[config.mk]
export PLATFORM = sky130hd
export DESIGN_NAME = vga_capture_rx_flat
export DESIGN_NICKNAME = d
export VERILOG_FILES = /design/src/rtl/vga_capture_rx_if.sv /design/src/rtl/vga_capture_rx.sv /design/src/flat_wrapper.sv
export SDC_FILE = /design/constraint.sdc
export NUM_CORES = 1
export LEC_CHECK = 0
export ABC_AREA = 1
export CORE_MARGIN = 8
export CORE_UTILIZATION = 51
export DETAILED_ROUTE_END_ITERATION = 7
export PLACE_DENSITY_LB_ADDON = 0.2
export SYNTH_ARGS = -nofsm -noshare
export SYNTH_HDL_FRONTEND = slang
export SYNTH_SLANG_ARGS = --single-unit
[constraint.sdc]
create_clock -name dclk -period 2.9 [get_ports dclk]
set_input_delay 0.435 -clock dclk [delete_from_list [all_inputs] [get_ports dclk]]
set_output_delay 0.435 -clock dclk [all_outputs]
set_load 0.005 [all_outputs]
[src/rtl/vga_capture_rx_if.sv]
// vga_capture_rx_if: VGA input pins plus frame-buffer write port and lock status of the capture receiver
interface vga_capture_rx_if #(parameter int ADDR_W = 15);
  logic              hsync;
  logic              vsync;
  logic [2:0]        red;
  logic [2:0]        green;
  logic [1:0]        blue;
  logic              locked;
  logic              wr_en;
  logic [ADDR_W-1:0] wr_addr;
  logic [2:0]        wr_data;
  logic              frame_done;
  logic [7:0]        err_cnt;
  modport master (output hsync, vsync, red, green, blue,
                  input locked, wr_en, wr_addr, wr_data, frame_done, err_cnt);
  modport slave  (input hsync, vsync, red, green, blue,
                  output locked, wr_en, wr_addr, wr_data, frame_done, err_cnt);
endinterface

[src/rtl/vga_capture_rx.sv]
// vga_capture_rx: locks to VGA sync timing, decimates the active area 4x4 and writes recovered pixel codes
module vga_capture_rx #(
  parameter int HPIXELS = 800,
  parameter int VLINES  = 521,
  parameter int HBP     = 144,
  parameter int VBP     = 31,
  parameter int ACT_W   = 640,
  parameter int ACT_H   = 480,
  parameter int ADDR_W  = 15
) (
  input logic              dclk,
  input logic              clr_n,
  vga_capture_rx_if.slave  vga
);
  typedef enum logic [1:0] {SEARCH, MEASURE, LOCKED} state_t;
  localparam logic [9:0]        H_LAST = 10'(HPIXELS - 1);
  localparam logic [9:0]        V_LAST = 10'(VLINES - 1);
  localparam logic [9:0]        H_BEG  = 10'(HBP);
  localparam logic [9:0]        H_END  = 10'(HBP + ACT_W);
  localparam logic [9:0]        V_BEG  = 10'(VBP);
  localparam logic [9:0]        V_END  = 10'(VBP + ACT_H);
  localparam logic [ADDR_W-1:0] PX_W   = ADDR_W'(ACT_W >> 2);
  state_t            state_q, state_d;
  logic              bad_q, bad_d;
  logic [7:0]        err_cnt_q, err_cnt_d;
  logic              s_hsync_q, s_vsync_q, v_last_q;
  logic [7:0]        s_rgb_q;
  logic              h_edge_q, v_edge_q, line_err_q, frame_err_q;
  logic [9:0]        hc_q, vc_q;
  logic              wr_en_q, frame_done_q;
  logic [ADDR_W-1:0] wr_addr_q;
  logic [2:0]        wr_data_q;
  logic              h_edge_in, v_edge_in, err, cap;
  logic [9:0]        hx, vy;
  logic [ADDR_W-1:0] addr;
  logic [2:0]        code;
  // edges are decoded from the raw pins so the counters already read 0 when s_hsync first shows the edge
  assign h_edge_in = !vga.hsync && s_hsync_q;
  assign v_edge_in = h_edge_in && !vga.vsync && v_last_q;
  assign err       = line_err_q || frame_err_q;
  assign hx        = hc_q - H_BEG;
  assign vy        = vc_q - V_BEG;
  assign cap       = state_q == LOCKED && hc_q >= H_BEG && hc_q < H_END && vc_q >= V_BEG && vc_q < V_END
                     && hx[1:0] == 2'd0 && vy[1:0] == 2'd0;
  assign addr      = ADDR_W'(vy[9:2]) * PX_W + ADDR_W'(hx[9:2]);
  assign code      = s_rgb_q == 8'h00 ? 3'd0 :
                     s_rgb_q == 8'hE0 ? 3'd1 :
                     s_rgb_q == 8'hF4 ? 3'd2 :
                     s_rgb_q == 8'hF8 ? 3'd3 :
                     s_rgb_q == 8'h92 ? 3'd5 : 3'd7;
  always_comb begin
    state_d   = state_q;
    bad_d     = bad_q;
    err_cnt_d = err_cnt_q;
    case (state_q)
      SEARCH: if (v_edge_q) begin
        state_d = MEASURE;
        bad_d   = 1'b0;
      end
      MEASURE: if (v_edge_q) begin
        state_d = (bad_q || err) ? MEASURE : LOCKED;
        bad_d   = 1'b0;
      end else bad_d = bad_q || err;
      LOCKED: if (err) begin
        state_d   = SEARCH;
        err_cnt_d = err_cnt_q + {7'd0, err_cnt_q != 8'hFF};
      end
      default: state_d = SEARCH;
    endcase
  end
  always_ff @(posedge dclk or negedge clr_n) begin
    if (!clr_n) begin
      state_q      <= SEARCH;
      bad_q        <= 1'b0;
      err_cnt_q    <= 8'd0;
      s_hsync_q    <= 1'b0;
      s_vsync_q    <= 1'b0;
      s_rgb_q      <= 8'd0;
      v_last_q     <= 1'b0;
      h_edge_q     <= 1'b0;
      v_edge_q     <= 1'b0;
      line_err_q   <= 1'b0;
      frame_err_q  <= 1'b0;
      hc_q         <= 10'd0;
      vc_q         <= 10'd0;
      wr_en_q      <= 1'b0;
      wr_addr_q    <= '0;
      wr_data_q    <= 3'd0;
      frame_done_q <= 1'b0;
    end else begin
      state_q      <= state_d;
      bad_q        <= bad_d;
      err_cnt_q    <= err_cnt_d;
      s_hsync_q    <= vga.hsync;
      s_vsync_q    <= vga.vsync;
      s_rgb_q      <= {vga.red, vga.green, vga.blue};
      h_edge_q     <= h_edge_in;
      v_edge_q     <= v_edge_in;
      if (h_edge_q) v_last_q <= s_vsync_q;
      hc_q         <= h_edge_in ? 10'd0 : hc_q + {9'd0, hc_q != 10'h3FF};
      if (h_edge_in) vc_q <= v_edge_in ? 10'd0 : vc_q + {9'd0, vc_q != 10'h3FF};
      line_err_q   <= h_edge_in ? hc_q != H_LAST : hc_q == H_LAST;
      frame_err_q  <= v_edge_in ? vc_q != V_LAST : h_edge_in && vc_q == V_LAST;
      wr_en_q      <= cap;
      if (cap) begin
        wr_addr_q <= addr;
        wr_data_q <= code;
      end
      frame_done_q <= state_q == LOCKED && h_edge_q && vc_q == V_END && !err;
    end
  end
  assign vga.locked     = state_q == LOCKED;
  assign vga.wr_en      = wr_en_q;
  assign vga.wr_addr    = wr_addr_q;
  assign vga.wr_data    = wr_data_q;
  assign vga.frame_done = frame_done_q;
  assign vga.err_cnt    = err_cnt_q;
endmodule

[src/flat_wrapper.sv]
// flat-port wrapper written by rule: the top's interface ports become plain ports
module vga_capture_rx_flat 
#(
  parameter int HPIXELS = 800,
  parameter int VLINES  = 521,
  parameter int HBP     = 144,
  parameter int VBP     = 31,
  parameter int ACT_W   = 640,
  parameter int ACT_H   = 480,
  parameter int ADDR_W  = 15
)
  (dclk, clr_n, vga_hsync, vga_vsync, vga_red, vga_green, vga_blue, vga_locked, vga_wr_en, vga_wr_addr, vga_wr_data, vga_frame_done, vga_err_cnt);
  vga_capture_rx_if #(.ADDR_W(ADDR_W)) vga_i ();
  input logic dclk;
  input logic clr_n;
  input wire logic [$bits(vga_i.hsync)-1:0] vga_hsync;
  input wire logic [$bits(vga_i.vsync)-1:0] vga_vsync;
  input wire logic [$bits(vga_i.red)-1:0] vga_red;
  input wire logic [$bits(vga_i.green)-1:0] vga_green;
  input wire logic [$bits(vga_i.blue)-1:0] vga_blue;
  output wire logic [$bits(vga_i.locked)-1:0] vga_locked;
  output wire logic [$bits(vga_i.wr_en)-1:0] vga_wr_en;
  output wire logic [$bits(vga_i.wr_addr)-1:0] vga_wr_addr;
  output wire logic [$bits(vga_i.wr_data)-1:0] vga_wr_data;
  output wire logic [$bits(vga_i.frame_done)-1:0] vga_frame_done;
  output wire logic [$bits(vga_i.err_cnt)-1:0] vga_err_cnt;
  assign vga_i.hsync = vga_hsync;
  assign vga_i.vsync = vga_vsync;
  assign vga_i.red = vga_red;
  assign vga_i.green = vga_green;
  assign vga_i.blue = vga_blue;
  assign vga_locked = vga_i.locked;
  assign vga_wr_en = vga_i.wr_en;
  assign vga_wr_addr = vga_i.wr_addr;
  assign vga_wr_data = vga_i.wr_data;
  assign vga_frame_done = vga_i.frame_done;
  assign vga_err_cnt = vga_i.err_cnt;
  vga_capture_rx #(.HPIXELS(HPIXELS), .VLINES(VLINES), .HBP(HBP), .VBP(VBP), .ACT_W(ACT_W), .ACT_H(ACT_H), .ADDR_W(ADDR_W)) u_core (.dclk(dclk), .clr_n(clr_n), .vga(vga_i));
endmodule
==> metrics.txt <==
Multi-input gate area just under 2000 um^2; DP Wirelength 6150 um; uppermost layer routed met4; Avg Inst Size Synth between 8 and 9 um^2; die width between 100 and 150 um; clock transition at the registers of the reported paths approximately 0.070 ns; starting density of the core 0.527; Clock Tree Buf Depth 2; Max H-tree Level 3; met3 wire length roughly 360 um; crit path max-delay cell type fa_2; vias in the first global route 3202; gp weighted congestion 0.911; PortBufs 40; Top FF cell, synth dfrtp_1; Crit Path Class reg -> reg; R2R depth 15; syn_nets 513; CORE AREA 7250 um^2; 1st-pass router iterations 4; clk_skew between 0.009 and 0.01 ns; crit-path most repeated cell nand2_1; IO Count 41; Max Cap Viol 0; final setup vio count 0; worst path arrival time 2.99 ns; Design Power between 0.003 and 0.004 W; die area around 11000 um^2; worst-margin pin slew 0.741 ns; post-synthesis cell type count 38; initial DRC count approximately 140; Hold Vio Cnt, Final 0; CTS tree built; met2 wire len between 4000 and 5000 um; fillcell total 630; initial antenna violation count 0; final core occ 0.654; area leader, netlist dfrtp_1; critical path launch point type register; M1 WL about 3700 um; crit-path max cell delay about 0.54 ns; EDFF count, synth 0; Yosys reg bits between 60 and 70; average routed wire per standard cell between 10 and 15 um; Post-Synthesis Cells ~480; Peak VDD IR 0.331 mV; first-pass GRT wire length around 15000 um; clock net sink count 66; crit-path cells nand2_4, nor2_4, nand2_4, nand2_1, nand2_1, ha_1, ha_2, fa_2, nand2_1, inv_2, nand3_2, buf_4, o21ai_0, nand2_1, o21ai_1; Fmax achieved between 0.3 and 0.4 GHz; Slew Viols, Final 0; Hold Path Class in -> async; num rows 31; yosys warns 0; crit path max fanout 5; Synth Cell Area ~3800 um^2; critical path required time 3.16 ns; Reg area between 1500 and 2000 um^2; remaining antenna violation count 0; vias after detailed routing 3299; final worst path period need approximately 2.7 ns; post-route clock period utilization 0.941; power per cell area 733 nW/um^2; global route total overflow 0; DRC 0; Post-synth ARST share 1.00; die height slightly above 100 um; Synth area leaders dfrtp_1 43%, nand2_1 12%, ha_1 7.9%; routed vias/inst around 5.2; CTS Buf Count 9; status completed; Leak 2.29 nW; CP endpoint kind register; final WL ~8300 um; fin nets approximately 570; Rel. slew slack 0.506; layout cells sized above 1 0.129; Area Growth Syn to Fin 24.1%; Clock Latency Late Sink about 0.34 ns; post-synthesis sequential area ratio 0.432; GRT Overall Usage 0.174; post-synth top area share 0.432; ANT cells 0; clk root buf clkbuf_8; largest net degree at the start of global routing 35
## cells by family after synthesis
family,Yosys count,synth area share
and+or+nand+nor,244,0.289
DFF,66,0.432
adders and majority gates,26,0.0891
xor gates and xnor gates,16,0.0386
AOI/OAI and AO/OA,52,0.0740
buffers and inverters,71,0.0766
## layout make-up
class	instances	area share
flip-flops and latches	66	0.348
inverters	62	0.0493
multi-input cells	338	0.412
clock inverters	6	0.0290
clock buffers	10	0.0290
repair buffers	53	0.107
well taps	99	0.0261
## placed cells by master, fill, tap and decap left out, types with 2 or more instances in the layout
master,n
clkdlybuf4s50_1,39
nand3_1,30
nor2_4,4
nand3_2,2
nand2_2,7
nor4_1,6
nor2_2,7
nand2_1,117
inv_2,4
inv_1,56
clkbuf_8,10
dfrtp_1,65
clkinv_4,2
ha_2,3
o21ai_0,13
xnor2_1,4
nand3b_1,3
xor2_1,11
nor3_2,3
a211oi_1,2
o21ai_1,14
nand4_1,15
nor3_1,11
nor2_1,35
ha_1,20
bufinv_16,4
nand2_4,2
a21oi_1,17
buf_4,12
## power breakdown
group	leakage [nW]	switching (W)	internal [W]
Clock	0.137	0.000364	0.000685
Combinational	1.28	0.000795	0.000543
Sequential	0.876	0.0000890	0.00100
## state kept, by name, indices dropped and copies added, names as in the netlist
| name | flops |
|---|---|
| u_core.bad_q | 1 |
| u_core.frame_err_q | 1 |
| u_core.h_edge_q | 1 |
| u_core.hc_q | 10 |
| u_core.line_err_q | 1 |
| u_core.s_hsync_q | 1 |
| u_core.s_rgb_q | 8 |
| u_core.s_vsync_q | 1 |
| u_core.state_q | 2 |
| u_core.v_edge_q | 1 |
| u_core.v_last_q | 1 |
| u_core.vc_q | 10 |
| u_core.vga.err_cnt | 8 |
| u_core.vga.frame_done | 1 |
| u_core.vga.wr_addr | 15 |
| u_core.vga.wr_data | 3 |
| u_core.vga.wr_en | 1 |
## cell usage after synthesis (2+ instances only)
library cell and n:
a211oi_1 2, a21oi_1 17, buf_2 2, buf_4 4, dfrtp_1 66, fa_1 2
ha_1 24, inv_1 59, nand2_1 120, nand2_2 6, nand3_1 31, nand3_2 2
nand3b_1 3, nand4_1 15, nor2_1 38, nor2_2 7, nor3_1 11, nor3_2 3
nor4_1 6, o21ai_0 13, o21ai_1 14, xnor2_1 4, xor2_1 11
## per-layer routing
layer / track usage / vias up
met2: 0.297 / 64
met1: 0.208 / 1567
met3: 0.0425 / 11
met5: 0 / -
met4: 0.0576 / 0
li1: - / 1657
## path summary, 6_finish.rpt
kind,start,endpoint,slack (ns)
worst max-delay path,u_core.vc_q[0],u_core.vga.wr_addr[12],0.17
worst min-delay path,clr_n,u_core.vga.err_cnt[5],0.15
worst max register to register,u_core.vc_q[0],u_core.vga.wr_addr[12],0.17
worst min register to register,u_core.s_vsync_q,u_core.v_last_q,0.46
max in group asynchronous,clr_n,u_core.vc_q[2],2.10
min in group dclk,u_core.s_vsync_q,u_core.v_last_q,0.46
## stage by stage
| step | TNS [ns] | worst slack [ns] | std cells | cell area [um^2] | hold slack, ns |
|---|---|---|---|---|---|
| floorplan | 0 | 0.183 | 475 | 3820 | 0.139 |
| global placement | 0 | 0.165 | 614 | 4360 | 0.439 |
| detailed placement | 0 | 0.0700 | 614 | 4360 | 0.448 |
| CTS | 0 | 0.0554 | 630 | 4640 | 0.163 |
| global route | -0.00710 | -0.00710 | 634 | 4740 | 0.196 |
| finish | 0 | 0.172 | 634 | 4740 | 0.153 |
## critical path, delay by kind of cell (launching register included)
kind | cells | cell delay, ns
buffers and inverters | 2 | 0.22
DFF | 1 | 0.42
adders and majority gates | 3 | 1.05
and+or+nand+nor | 8 | 0.69
AOI/OAI and AO/OA | 2 | 0.26
## timing repair
action | CTS | global route
buffers inserted | 0 | 4
hold buffers | 0 | 0
endpoints found under the setup margin | 0 | 4
gates resized for setup | 0 | 22
(Power assumes the default switching activity.)
